==> src/rtl/cpu_sequencer_if.sv <==
// rtl/cpu_sequencer_if.sv - control and status signals between the sequencer and its host
interface cpu_sequencer_if;
  logic        run;
  logic        step;
  logic        halt_req;
  logic        bp_en;
  logic [7:0]  bp_addr;
  logic        PCincr;
  logic        Aload;
  logic        Bload;
  logic [7:0]  jump_addr;
  logic [3:0]  alu_nzvc;
  logic [7:0]  PC;
  logic [3:0]  NZVC;
  logic        exec_en;
  logic [1:0]  state;
  logic        bp_hit;
  logic        self_jmp;
  logic [15:0] cycle_count;

  modport master (
    output run, step, halt_req, bp_en, bp_addr, PCincr, Aload, Bload, jump_addr, alu_nzvc,
    input  PC, NZVC, exec_en, state, bp_hit, self_jmp, cycle_count
  );

  modport slave (
    input  run, step, halt_req, bp_en, bp_addr, PCincr, Aload, Bload, jump_addr, alu_nzvc,
    output PC, NZVC, exec_en, state, bp_hit, self_jmp, cycle_count
  );
endinterface

==> src/rtl/cpu_sequencer.sv <==
// rtl/cpu_sequencer.sv - run/step/halt sequencer with PC, flag register, breakpoint and cycle counter
module cpu_sequencer (
  input logic            clk,
  input logic            reset,
  cpu_sequencer_if.slave bus
);
  typedef enum logic [1:0] {
    HALT = 2'b00,
    RUN  = 2'b01,
    STEP = 2'b10
  } state_t;

  state_t      state_q;
  logic        step_q;
  logic        first_q;
  logic [7:0]  pc_q;
  logic [3:0]  nzvc_q;
  logic        bp_hit_q;
  logic        self_jmp_q;
  logic [15:0] count_q;

  logic step_edge;
  logic bp_take;
  logic exec;
  logic self_hit;

  // first_q marks the first RUN cycle after HALT so a breakpoint at the resume PC is stepped over
  assign step_edge = bus.step & ~step_q;
  assign bp_take   = (state_q == RUN) & ~first_q & bus.bp_en & (pc_q == bus.bp_addr);
  assign exec      = (state_q == STEP) | ((state_q == RUN) & ~bp_take);
  assign self_hit  = (state_q == RUN) & exec & ~bus.PCincr & (bus.jump_addr == pc_q);

  always_ff @(posedge clk or negedge reset) begin
    if (!reset) begin
      state_q    <= HALT;
      step_q     <= 1'b0;
      first_q    <= 1'b1;
      pc_q       <= 8'h00;
      nzvc_q     <= 4'h0;
      bp_hit_q   <= 1'b0;
      self_jmp_q <= 1'b0;
      count_q    <= 16'h0000;
    end else begin
      step_q  <= bus.step;
      first_q <= (state_q != RUN);

      if (exec) begin
        pc_q <= bus.PCincr ? pc_q + 8'h01 : bus.jump_addr;
        if (bus.Aload || bus.Bload)
          nzvc_q <= bus.alu_nzvc;
        if (count_q != 16'hFFFF)
          count_q <= count_q + 16'h0001;
      end

      case (state_q)
        HALT: begin
          if (bus.run) begin
            state_q    <= RUN;
            bp_hit_q   <= 1'b0;
            self_jmp_q <= 1'b0;
          end else if (step_edge) begin
            state_q    <= STEP;
            bp_hit_q   <= 1'b0;
            self_jmp_q <= 1'b0;
          end
        end
        RUN: begin
          // Breakpoint outranks halt_req and the self-jump check since nothing executes
          if (bp_take) begin
            bp_hit_q <= 1'b1;
            state_q  <= HALT;
          end else if (self_hit) begin
            self_jmp_q <= 1'b1;
            state_q    <= HALT;
          end else if (bus.halt_req || !bus.run) begin
            state_q <= HALT;
          end
        end
        STEP:    state_q <= HALT;
        default: state_q <= HALT;
      endcase
    end
  end

  assign bus.PC          = pc_q;
  assign bus.NZVC        = nzvc_q;
  assign bus.exec_en     = exec;
  assign bus.state       = state_q;
  assign bus.bp_hit      = bp_hit_q;
  assign bus.self_jmp    = self_jmp_q;
  assign bus.cycle_count = count_q;
endmodule

==> src/flat_wrapper.sv <==
// flat-port wrapper written by rule: the top's interface ports become plain ports
module cpu_sequencer_flat 
  (clk, reset, bus_run, bus_step, bus_halt_req, bus_bp_en, bus_bp_addr, bus_PCincr, bus_Aload, bus_Bload, bus_jump_addr, bus_alu_nzvc, bus_PC, bus_NZVC, bus_exec_en, bus_state, bus_bp_hit, bus_self_jmp, bus_cycle_count);
  cpu_sequencer_if bus_i ();
  input logic clk;
  input logic reset;
  input wire logic [$bits(bus_i.run)-1:0] bus_run;
  input wire logic [$bits(bus_i.step)-1:0] bus_step;
  input wire logic [$bits(bus_i.halt_req)-1:0] bus_halt_req;
  input wire logic [$bits(bus_i.bp_en)-1:0] bus_bp_en;
  input wire logic [$bits(bus_i.bp_addr)-1:0] bus_bp_addr;
  input wire logic [$bits(bus_i.PCincr)-1:0] bus_PCincr;
  input wire logic [$bits(bus_i.Aload)-1:0] bus_Aload;
  input wire logic [$bits(bus_i.Bload)-1:0] bus_Bload;
  input wire logic [$bits(bus_i.jump_addr)-1:0] bus_jump_addr;
  input wire logic [$bits(bus_i.alu_nzvc)-1:0] bus_alu_nzvc;
  output wire logic [$bits(bus_i.PC)-1:0] bus_PC;
  output wire logic [$bits(bus_i.NZVC)-1:0] bus_NZVC;
  output wire logic [$bits(bus_i.exec_en)-1:0] bus_exec_en;
  output wire logic [$bits(bus_i.state)-1:0] bus_state;
  output wire logic [$bits(bus_i.bp_hit)-1:0] bus_bp_hit;
  output wire logic [$bits(bus_i.self_jmp)-1:0] bus_self_jmp;
  output wire logic [$bits(bus_i.cycle_count)-1:0] bus_cycle_count;
  assign bus_i.run = bus_run;
  assign bus_i.step = bus_step;
  assign bus_i.halt_req = bus_halt_req;
  assign bus_i.bp_en = bus_bp_en;
  assign bus_i.bp_addr = bus_bp_addr;
  assign bus_i.PCincr = bus_PCincr;
  assign bus_i.Aload = bus_Aload;
  assign bus_i.Bload = bus_Bload;
  assign bus_i.jump_addr = bus_jump_addr;
  assign bus_i.alu_nzvc = bus_alu_nzvc;
  assign bus_PC = bus_i.PC;
  assign bus_NZVC = bus_i.NZVC;
  assign bus_exec_en = bus_i.exec_en;
  assign bus_state = bus_i.state;
  assign bus_bp_hit = bus_i.bp_hit;
  assign bus_self_jmp = bus_i.self_jmp;
  assign bus_cycle_count = bus_i.cycle_count;
  cpu_sequencer u_core (.clk(clk), .reset(reset), .bus(bus_i));
endmodule
==> config.mk <==
export PLATFORM = sky130hd
export DESIGN_NAME = cpu_sequencer_flat
export DESIGN_NICKNAME = d
export VERILOG_FILES = /design/src/rtl/cpu_sequencer_if.sv /design/src/rtl/cpu_sequencer.sv /design/src/flat_wrapper.sv
export SDC_FILE = /design/constraint.sdc
export NUM_CORES = 1
export LEC_CHECK = 0
export CAP_MARGIN = 10
export CORE_UTILIZATION = 25
export DETAILED_ROUTE_END_ITERATION = 16
export GPL_TIMING_DRIVEN = 0
export PLACE_DENSITY_LB_ADDON = 0.3
export SYNTH_ARGS = -nofsm -noshare
export SYNTH_HDL_FRONTEND = slang
export SYNTH_SLANG_ARGS = --single-unit
==> constraint.sdc <==
create_clock -name clk -period 2.3 [get_ports clk]
set_input_delay 0.46 -clock clk [delete_from_list [all_inputs] [get_ports clk]]
set_output_delay 0.46 -clock clk [all_outputs]
set_load 0.02 [all_outputs]
==> flow_summary.yaml <==
floorplanning:
  io_pins: 62
  die_area_sq_um: 9550
  core_area_sq_um: 8810
  chipHeight_um: 97.7
  die_x_um: 97.7
  initial_utilization_pct: 26.0
  num_rows: 34
grt:
  vias_in_the_first_global_route: 2107
  overflow_left_after_global_routing: 0
  first_pass_grt_wire_length_um: 10800
  grt_start_max_net_pins: 35
  grt_use_total_pct: 14.4
  antenna_found_initial: 0
critical_path:
  critical_path.most_common_cell: "sky130_fd_sc_hd__buf_6"
  worst_ep_required_time_ns: 1.84
  worst_path_largest_cell_delay_ns: 0.45
  path_class: "in -> out"
  timing.critical_path.buf_inv: 4
  worstSetupStartpointType: "primary input"
  master_of_the_slowest_instance_on_the_critical_path: "sky130_fd_sc_hd__clkdlybuf4s50_1"
  r2r_setup_slack_ns: 0.29
  worst-endpoint-arrival_ns: 1.81
  cp_top_family: "buffers and inverters"
  crit_path_cell_trace: "clkdlybuf4s50_1 > xor2_1 > nor3_2 > nand3_1 > buf_6 > nand2_4 > inv_2 > buf_6"
  worstSetupEndpointType: "output pin"
  cp_max_fo: 3
timing:
  finalWorstPathRequiredPeriod_ns: 2.27
  setup_viol_count_final: 0
  holdWs_ns: 0.252
  slew_headroom_pct: 47.0
  max_clock_freq_mhz: 441
  tightestPinTransition_ns: 0.795
  final_hold_viol_count: 0
  tns_ns: 0
  worst_clock_skew_ns: 0.00967
  timing.final.max_slew_violations: 0
  post-route-period-util_pct: 98.5
  setup_slack_ns: 0.0347
power:
  fin_total_pwr_mw: 2.53
  pwr_density_cell_nw_per_um2: 789
  irDropWorstVdd_v: 0.000314
  p_leak_nw: 1.30
clocking:
  tritoncts: "done"
  ctsHtreeMaxLevel: 2
  clkSlewWorstSetupHoldPaths_ns: 0.08
  clk_path_buf_depth: 2
  ctsRootBufferMaster: "sky130_fd_sc_hd__clkbuf_8"
  tritoncts.num_buffers: 5
  clkLatencyLatePin_ns: 0.29
  numClockSinks: 34
  hold_bufs_at_cts: 0
yosys:
  netlist_instances: 252
  yosysUniqueCellTypes: 51
  synth_flop_cell: "sky130_fd_sc_hd__dfrtp_1"
  async_flop_share_pct: 100
  synth.avg_cell_area_sq_um: 9.09
  netlist_area_sq_um: 2290
  yosys_warnings: 0
  synth_edf_count: 0
  register_bit_count_reported_by_yosys: 34
  synthesis.nets: 283
  sequential_fraction_of_the_synthesis_area_pct: 37.2
run_status:
  outcome: "complete, but fails checks"
  failed_checks: "design-rule violations"
finish:
  final_area_sq_um: 3200
  net_total_in_the_final_layout: 352
  layout-drive-gt1-share_pct: 12.8
  layout-area-overhead-vs-synth_pct: 39.9
  antenna_cells_inserted: 0
placed_design:
  postPlaceCellArea_sq_um: 3030
  detailed_place_hpwl_um: 4880
  pre_cts_slack_ns: -0.584
  place.gp.congestion: 0.829
  port_buffers: 61
flow_run:
  max-cap-violations: 0
detailed_routing:
  detailedRoute.firstIterationViolations: 150
  drtPass1Iterations: 10
  routed_wl_um: 6750
  route.antenna.remaining_nets: 0
  avgViaCountPerCell: 5.02
  route.vias.total: 2154
  drc: 10
  wire_per_inst_um: 15.7
worst_hold_path:
  hold_path_class: "in -> async"
metal layers:
metal  GRT usage [%]  vias up  part of all wire [%]
met5               0        -                     0
met4            3.26        0                   1.3
met3            2.66        8                   4.4
met2            23.7       64                    47
met1            19.5     1028                    47
li1                -     1054                     -
flip-flops by register name, summed over array words and instances, names as in the netlist:
name,cells
u_core.bus.cycle_count,16
u_core.bus.PC,8
u_core.step_q,1
u_core.bus.self_jmp,1
u_core.bus.state,2
u_core.bus.NZVC,4
u_core.first_q,1
u_core.bus.bp_hit,1
cell usage after synthesis (all sizes together) (6+ instances only):
| cell type | n | share of area, % |
|---|---|---|
| xor2 | 9 | 3.4 |
| nand3 | 18 | 4.2 |
| and3 | 10 | 2.7 |
| nor3 | 6 | 1.3 |
| xnor2 | 22 | 8.4 |
| nand2 | 21 | 3.4 |
| buf | 14 | 4.0 |
| nor2 | 13 | 2.5 |
| o211ai | 9 | 3.0 |
| inv | 8 | 1.3 |
| nand4 | 11 | 3.0 |
| a21oi | 6 | 1.3 |
| dfrtp | 33 | 36 |
| o21ai | 11 | 2.4 |
| mux2i | 6 | 2.6 |
repair_timing:
item / CTS / global route
buffers inserted: 1 / 2
pin swaps: 2 / 3
endpoints found under the hold margin: 0 / 0
endpoints found under the setup margin: 1 / 1
gates resized for setup: 13 / 6
final cells by class:
class                           instances  area, sq um
Tap cell                              108          135
Timing Repair Buffer                   64          629
Clock inverter                          1         30.0
Buffer                                 17          108
Clock buffer                            6         82.6
Multi-Input combinational cell        191         1330
Fill cell                             912         5600
Inverter                                8         30.0
Sequential cell                        34          855
cells by family after synthesis:
| logic type | share of synthesized area [%] |
|---|---|
| adder cells (fa/ha/maj) | 1.09 |
| flip-flops | 37.2 |
| XOR/XNOR | 11.9 |
| AO/OA/AOI/OAI | 15.5 |
| buffers and inverters | 6.17 |
| multiplexers | 3.61 |
| AND/OR/NAND/NOR | 24.6 |
path summary, 6_finish.rpt:
check	start	to	cells after the start
max in group asynchronous	reset	u_core.bus.state[1]	1
min in group clk	u_core.bus.cycle_count[15]	u_core.bus.cycle_count[15]	1
max reg2reg	u_core.bus.cycle_count[0]	u_core.bus.cycle_count[7]	7
min reg2reg	u_core.bus.cycle_count[15]	u_core.bus.cycle_count[15]	1
min	reset	u_core.bus.PC[6]	1
max	bus_bp_addr[4]	bus_exec_en	8
power breakdown:
| group | internal, mW | total [mW] | switching [mW] |
|---|---|---|---|
| Clock | 0.347 | 0.581 | 0.234 |
| Combinational | 0.525 | 1.08 | 0.558 |
| Sequential | 0.719 | 0.862 | 0.143 |
| Total | 1.59 | 2.53 | 0.935 |
metrics by stage:
| step | utilization (%) | std cells |
|---|---|---|
| final | 36.4 | 429 |
| after global routing | 36.4 | 429 |
| after CTS | 36.1 | 429 |
| after detailed placement | 34.4 | 421 |
| after global placement | 34.5 | 421 |
| after floorplan | - | 252 |
cell usage in the layout, fill, tap and decap left out, types with 2 or more instances in the layout:
master and count:
sky130_fd_sc_hd__a21o_1 3, sky130_fd_sc_hd__a21oi_1 6, sky130_fd_sc_hd__a222oi_1 3, sky130_fd_sc_hd__a22o_1 3
sky130_fd_sc_hd__a22oi_1 5, sky130_fd_sc_hd__and2_1 4, sky130_fd_sc_hd__and3_1 10, sky130_fd_sc_hd__and4_1 4
sky130_fd_sc_hd__buf_2 6, sky130_fd_sc_hd__buf_4 5, sky130_fd_sc_hd__buf_6 5, sky130_fd_sc_hd__clkbuf_1 5
sky130_fd_sc_hd__clkbuf_8 6, sky130_fd_sc_hd__clkdlybuf4s50_1 56, sky130_fd_sc_hd__dfrtp_1 31, sky130_fd_sc_hd__dfrtp_2 2
sky130_fd_sc_hd__dlygate4sd2_1 2, sky130_fd_sc_hd__ha_1 2, sky130_fd_sc_hd__inv_1 5, sky130_fd_sc_hd__inv_2 3
sky130_fd_sc_hd__mux2i_1 6, sky130_fd_sc_hd__nand2_1 20, sky130_fd_sc_hd__nand2b_1 2, sky130_fd_sc_hd__nand3_1 17
sky130_fd_sc_hd__nand4_1 11, sky130_fd_sc_hd__nor2_1 12, sky130_fd_sc_hd__nor3_1 5, sky130_fd_sc_hd__nor4_1 3
sky130_fd_sc_hd__nor4_4 2, sky130_fd_sc_hd__o211ai_1 9, sky130_fd_sc_hd__o21ai_0 6, sky130_fd_sc_hd__o21ai_1 5
sky130_fd_sc_hd__o221ai_1 2, sky130_fd_sc_hd__or2_2 2, sky130_fd_sc_hd__xnor2_1 22, sky130_fd_sc_hd__xor2_1 9
(Power assumes the default switching activity.)
